## src/rtl/rate_detector.sv

```systemverilog
// rate_detector: recovers the 2-bit Speed code from the cycle spacing of Pulse strobes.
// Define RATE_DETECTOR_TOL_EN to accept +/-TOL around PERIOD1..PERIOD3 (class 0 stays exact).
module rate_detector #(
  parameter int unsigned PERIOD0    = 1,
  parameter int unsigned PERIOD1    = 500,
  parameter int unsigned PERIOD2    = 1000,
  parameter int unsigned PERIOD3    = 2000,
  parameter int unsigned TOL        = 8,
  parameter int unsigned LOCK_COUNT = 2
) (
  input  logic        ClockIn,
  input  logic        Clear_b,
  input  logic        Pulse,
  output logic [1:0]  Speed,
  output logic        Valid,
  output logic [10:0] Period,
  output logic        Timeout,
  output logic        Change
);

  localparam logic [1:0]  IDLE    = 2'd0;
  localparam logic [1:0]  ARMED   = 2'd1;
  localparam logic [1:0]  LOCKED  = 2'd2;
  localparam logic [10:0] GAP_MAX = '1;
  localparam logic [2:0]  LOCK_N  = 3'(LOCK_COUNT);

`ifdef RATE_DETECTOR_TOL_EN
  localparam bit TOL_EN = 1'b1;
`else
  localparam bit TOL_EN = 1'b0;
`endif

  // Exact matching is simply a zero-width window, so both builds share one classifier.
  localparam int unsigned WIN = TOL_EN ? TOL : 0;
  localparam int unsigned LO1 = (PERIOD1 > WIN) ? PERIOD1 - WIN : 0;
  localparam int unsigned HI1 = PERIOD1 + WIN;
  localparam int unsigned LO2 = (PERIOD2 > WIN) ? PERIOD2 - WIN : 0;
  localparam int unsigned HI2 = PERIOD2 + WIN;
  localparam int unsigned LO3 = (PERIOD3 > WIN) ? PERIOD3 - WIN : 0;
  localparam int unsigned HI3 = PERIOD3 + WIN;

  logic [1:0]  state, state_n;
  logic [10:0] gap, gap_n;
  logic [1:0]  cand, cand_n;
  logic [2:0]  cnt, cnt_n;
  logic [2:0]  cnt_inc;
  logic [1:0]  speed_n;
  logic        valid_n;
  logic [10:0] period_n;
  logic        timeout_n;
  logic        change_n;
  logic [31:0] p_ext;
  logic        cls_ok;
  logic [1:0]  cls;

  // Classify the interval currently held in gap (only consulted on a measuring Pulse).
  always_comb begin
    p_ext  = {21'd0, gap};
    cls_ok = 1'b1;
    cls    = 2'd0;
    if (p_ext == PERIOD0) begin
      cls = 2'd0;
    end else if (p_ext >= LO1 && p_ext <= HI1) begin
      cls = 2'd1;
    end else if (p_ext >= LO2 && p_ext <= HI2) begin
      cls = 2'd2;
    end else if (p_ext >= LO3 && p_ext <= HI3) begin
      cls = 2'd3;
    end else begin
      cls_ok = 1'b0;
    end
  end

  assign cnt_inc = cnt + 3'd1;

  always_comb begin
    state_n   = state;
    gap_n     = gap;
    cand_n    = cand;
    cnt_n     = cnt;
    speed_n   = Speed;
    valid_n   = Valid;
    period_n  = Period;
    timeout_n = 1'b0;
    change_n  = 1'b0;

    case (state)
      IDLE: begin
        if (Pulse) begin
          state_n = ARMED;
          gap_n   = 11'd1;
        end
      end

      ARMED, LOCKED: begin
        if (Pulse) begin
          gap_n    = 11'd1;
          period_n = gap;
          if (state == ARMED) begin
            if (!cls_ok) begin
              cnt_n = '0;
            end else if (cls == cand) begin
              cnt_n = cnt_inc;
            end else begin
              cand_n = cls;
              cnt_n  = 3'd1;
            end
            if (cls_ok && cnt_n == LOCK_N) begin
              state_n  = LOCKED;
              speed_n  = cand_n;
              valid_n  = 1'b1;
              change_n = 1'b1;
            end
          end else if (!(cls_ok && cls == Speed)) begin
            state_n = ARMED;
            valid_n = 1'b0;
            if (cls_ok) begin
              cand_n = cls;
              cnt_n  = 3'd1;
            end else begin
              cnt_n = '0;
            end
          end
        end else if (gap == GAP_MAX) begin
          // Strobe lost: a Pulse on this same cycle would have taken the branch above.
          state_n   = IDLE;
          gap_n     = '0;
          valid_n   = 1'b0;
          cnt_n     = '0;
          timeout_n = 1'b1;
        end else begin
          gap_n = gap + 11'd1;
        end
      end

      default: begin
        state_n = IDLE;
        gap_n   = '0;
        valid_n = 1'b0;
        cnt_n   = '0;
      end
    endcase
  end

  always_ff @(posedge ClockIn) begin
    if (!Clear_b) begin
      state   <= IDLE;
      gap     <= '0;
      cand    <= '0;
      cnt     <= '0;
      Speed   <= '0;
      Valid   <= 1'b0;
      Period  <= '0;
      Timeout <= 1'b0;
      Change  <= 1'b0;
    end else begin
      state   <= state_n;
      gap     <= gap_n;
      cand    <= cand_n;
      cnt     <= cnt_n;
      Speed   <= speed_n;
      Valid   <= valid_n;
      Period  <= period_n;
      Timeout <= timeout_n;
      Change  <= change_n;
    end
  end

endmodule

```

## config.mk

```make
export PLATFORM = sky130hd
export DESIGN_NAME = rate_detector
export DESIGN_NICKNAME = d
export VERILOG_FILES = /design/src/rtl/rate_detector.sv
export SDC_FILE = /design/constraint.sdc
export NUM_CORES = 1
export LEC_CHECK = 0
export ABC_AREA = 1
export CORE_ASPECT_RATIO = 1.25
export CORE_MARGIN = 4
export CORE_UTILIZATION = 51
export CTS_BUF_LIST = sky130_fd_sc_hd__clkbuf_2
export DETAILED_ROUTE_END_ITERATION = 8
export DONT_BUFFER_PORTS = 1
export GPL_TIMING_DRIVEN = 0
export HOLD_SLACK_MARGIN = 0.08
export PLACE_DENSITY = 0.74
export SYNTH_ARGS = -nofsm -noshare
export SYNTH_HDL_FRONTEND = slang
export SYNTH_SLANG_ARGS = --single-unit
```

## constraint.sdc

```tcl
create_clock -name ClockIn -period 2.1 [get_ports ClockIn]
set_clock_uncertainty 0.1 [all_clocks]
set_input_delay 0.315 -clock ClockIn [delete_from_list [all_inputs] [get_ports ClockIn]]
set_output_delay 0.315 -clock ClockIn [all_outputs]
set_load 0.1 [all_outputs]
```

==> results.json <==
{
  "yosysTopAreaCellShare_pct": 36.2,
  "yosysUniqueCellTypes": 30,
  "hp-class": "input pin to flop",
  "portBuffers": 0,
  "die-height_um": 75.9,
  "end_kind": "flop",
  "h-tree-depth": 2,
  "p_seq_share_pct": 52.2,
  "p_sw_w": 0.00165,
  "cts_tree": "built",
  "n_fill_cell": 328,
  "whs_endpoint": "gap[2]$_SDFFE_PN0N_",
  "criticalPathCategory": "flop to flop",
  "syn_nets": 284,
  "drive_gt1_share_pct": 23.0,
  "ir_worst_vdd_mv": 1.37,
  "die_w_um": 62.3,
  "clockBufferDepth": 2,
  "regArea_um2": 698,
  "cts.clk_slew.worst_paths_ns": 0.19,
  "slowest_stage": "dfxtp_4",
  "io_pins": 19,
  "grt_pass1_wl_um": 7300,
  "pwr-share-comb_pct": 33.6,
  "p_leak_nw": 0.880,
  "cts_sinks": 34,
  "wl_um": 4500,
  "initial_core_util_pct": 53.5,
  "final_core_util_pct": 60.8,
  "slowest_delay_ns": 0.40,
  "fin_crit_sh_pct": 93.2,
  "finalWorstSetupSlack_ns": 0.143,
  "yosysSeqAreaShare_pct": 36.2,
  "timing.rr.end": "Speed[0]$_SDFFE_PN0P_",
  "synthToLayoutAreaGrowth_pct": 13.6,
  "grt_pass1_vias": 1712,
  "min_path_cells": 2,
  "gp_congestion": 0.945,
  "power_w": 0.00302,
  "synth_area_per_cell_um2": 6.89,
  "wl_per_cell_um": 13.8,
  "dp_hpwl_um": 3200,
  "layout.nets": 297,
  "synth_area_um2": 1880,
  "cp.required_ns": 2.32,
  "synthCells": 273,
  "yosysWarnings": 0,
  "timing_worst_slew_pin_value_ns": 0.986,
  "drt-initial-drc-count": 123,
  "drtPass1Iterations": 4,
  "power_density_nw_per_um2": 1410,
  "grt.overflow.total": 0,
  "synth_area_leaders": "dfxtp_1 36%, nand2_1 12%, a21oi_1 6.4%, nor2_1 6.4%, inv_1 5.8%",
  "start_kind": "flop",
  "min_period_ns": 1.96,
  "synth_largest_area_cell": "dfxtp_1",
  "swShare_pct": 54.8,
  "placementRows": 24,
  "dieArea_um2": 4730,
  "clock.fmax_mhz": 511,
  "crit_top_cell": "nand3_2",
  "finalSetupViolCount": 0,
  "fp.coreArea_um2": 3510,
  "multi_input_area_um2": 1120,
  "worstPathArrival_ns": 2.18,
  "crit_chain": "inv_4 > ha_1 > nand2_1 > nor2_1 > nand3_2 > nand3_2 > nand2_2 > nor2_4 > nand2_2 > nor2_4 > nand3_2 > clkinv_1 > nand3_1 > and2_1",
  "cts_buffers": 5,
  "ys_ff_latch": 34,
  "critPathMaxFanout": 5,
  "grt_use_total_pct": 19.1,
  "ff2ff_path_depth": 14,
  "drv_slew": 0,
  "r2r_setup_slack_ns": 0.14,
  "drv_cap": 0,
  "p_int_w": 0.00137,
  "slew_headroom_pct": 34.2,
  "status": "finished, final reports clean",
  "antenna_found_initial": 0,
  "route.detailed.drc": 0,
  "rr_startpoint": "gap[0]$_SDFFE_PN0N_",
  "routed_via_density": 5.48,
  "final_antenna_net_count": 0,
  "cts_root_buf": "clkbuf_2",
  "grt_max_degree": 12,
  "hp-start": "Clear_b",
  "dp_slack_ns": -0.145,
  "diodes": 0,
  "clock_latency_ns": 0.39,
  "final.setup.tns_ns": 0,
  "clkPwrFrac_pct": 14.2,
  "hold_viol": 0,
  "num_vias": 1785
}
-- cell usage after synthesis (all sizes together) --
cell and number:
inv 32, nand2 66, and2 1, o211a 1, nor2 42, buf 2, a221oi 1, ha 8
a21oi 25, dfxtp 34, a211oi 2, xnor2 1, a31oi 2, clkbuf 3, o21ai 18, nand3 18
nand4 1, clkinv 2, nor3 10, o21bai 1, xor2 3
-- cell families (layout without fill, tap and decap cells) --
| kind of cell | Yosys count | after routing | synth area share, % |
|---|---|---|---|
| buffers and inverters | 39 | 53 | 8.05 |
| AND/OR/NAND/NOR | 138 | 138 | 34.1 |
| flip-flops | 34 | 34 | 36.2 |
| XOR/XNOR | 4 | 4 | 1.86 |
| adder cells (fa/ha/maj) | 8 | 8 | 5.32 |
| AO/OA/AOI/OAI | 50 | 50 | 14.5 |
-- critical path, delay by kind of cell (launching register included) --
kind	cells	cell delay [ns]
buf+inv	2	0.15
fa+ha+maj	1	0.15
flops	1	0.40
simple gates	11	1.10
-- registers in the layout, indices dropped and copies added (netlist names) --
register / flops
Valid: 1
Speed: 2
cand: 2
Change: 1
state: 2
gap: 11
Period: 11
Timeout: 1
cnt: 3
-- routing by layer --
layer | track usage, % | part of all wire, % | vias to the layer above
li1 | - | - | 909
met2 | 35.5 | 53 | 44
met3 | 5.31 | 4.2 | 7
met5 | 0 | 0 | -
met1 | 20.6 | 42 | 825
met4 | 8.25 | 1.4 | 0
-- worst max path at each step --
stage | slack [ns] | start | endpoint | cells after the start
after CTS | 0.03 | gap[0]$_SDFFE_PN0N_ | state[0]$_SDFFE_PN0P_ | 16
after global placement | -0.08 | state[1]$_SDFFE_PN0P_ | gap[7]$_SDFFE_PN0N_ | 8
after detailed placement | -0.14 | state[1]$_SDFFE_PN0P_ | gap[7]$_SDFFE_PN0N_ | 8
final | 0.14 | gap[0]$_SDFFE_PN0N_ | Speed[0]$_SDFFE_PN0P_ | 14
after floorplan | 0.13 | Speed[0]$_SDFFE_PN0P_ | Valid$_SDFFE_PN0P_ | 7
after global routing | -0.03 | gap[0]$_SDFFE_PN0N_ | state[1]$_SDFFE_PN0P_ | 12
-- what timing repair did --
item	CTS	global route
hold endpoints to repair	10	0
hold buffers	2	0
buffers inserted	0	5
setup endpoints to repair	15	18
pin swaps	0	7
gates resized for setup	6	31
-- layout by cell type, fill, tap and decap left out, drive strengths merged, types with 3 or more instances in the layout --
| cell | Yosys | routed |
|---|---|---|
| a21oi | 25 | 25 |
| ha | 8 | 8 |
| buf | 2 | 6 |
| clkbuf | 3 | 8 |
| o21ai | 18 | 18 |
| nand2 | 66 | 66 |
| clkinv | 2 | 4 |
| xor2 | 3 | 3 |
| dfxtp | 34 | 34 |
| nand3 | 18 | 18 |
| nor2 | 42 | 42 |
| inv | 32 | 32 |
| nor3 | 10 | 10 |
-- stage by stage --
step	area, um^2	std cells	hold WS (ns)
floorplan	1880	273	0.327
global placement	1930	312	0.350
detailed placement	1930	312	0.355
CTS	2030	322	0.103
global route	2140	326	0.0872
finish	2140	326	0.110
-- power by group through the flow --
stage	registers, W	clock network [W]	logic [W]
finish	0.00158	0.000430	0.00101
CTS	0.00157	0.000438	0.000919
floorplan	0.00154	0	0.000725
global route	0.00160	0.000468	0.00116
detailed placement	0.00158	0	0.000889
global placement	0.00158	0	0.000872
-- layout make-up --
class / count / share of cell area, %
multi-input cells: 200 / 52.3
flip-flops and latches: 34 / 32.7
inverters: 34 / 6.27
repair buffers: 7 / 2.69
well taps: 39 / 2.28
clock inverters: 3 / 1.87
clock buffers: 5 / 1.17
plain buffers: 4 / 0.762
Note: power is estimated with default switching activity, not from simulation.
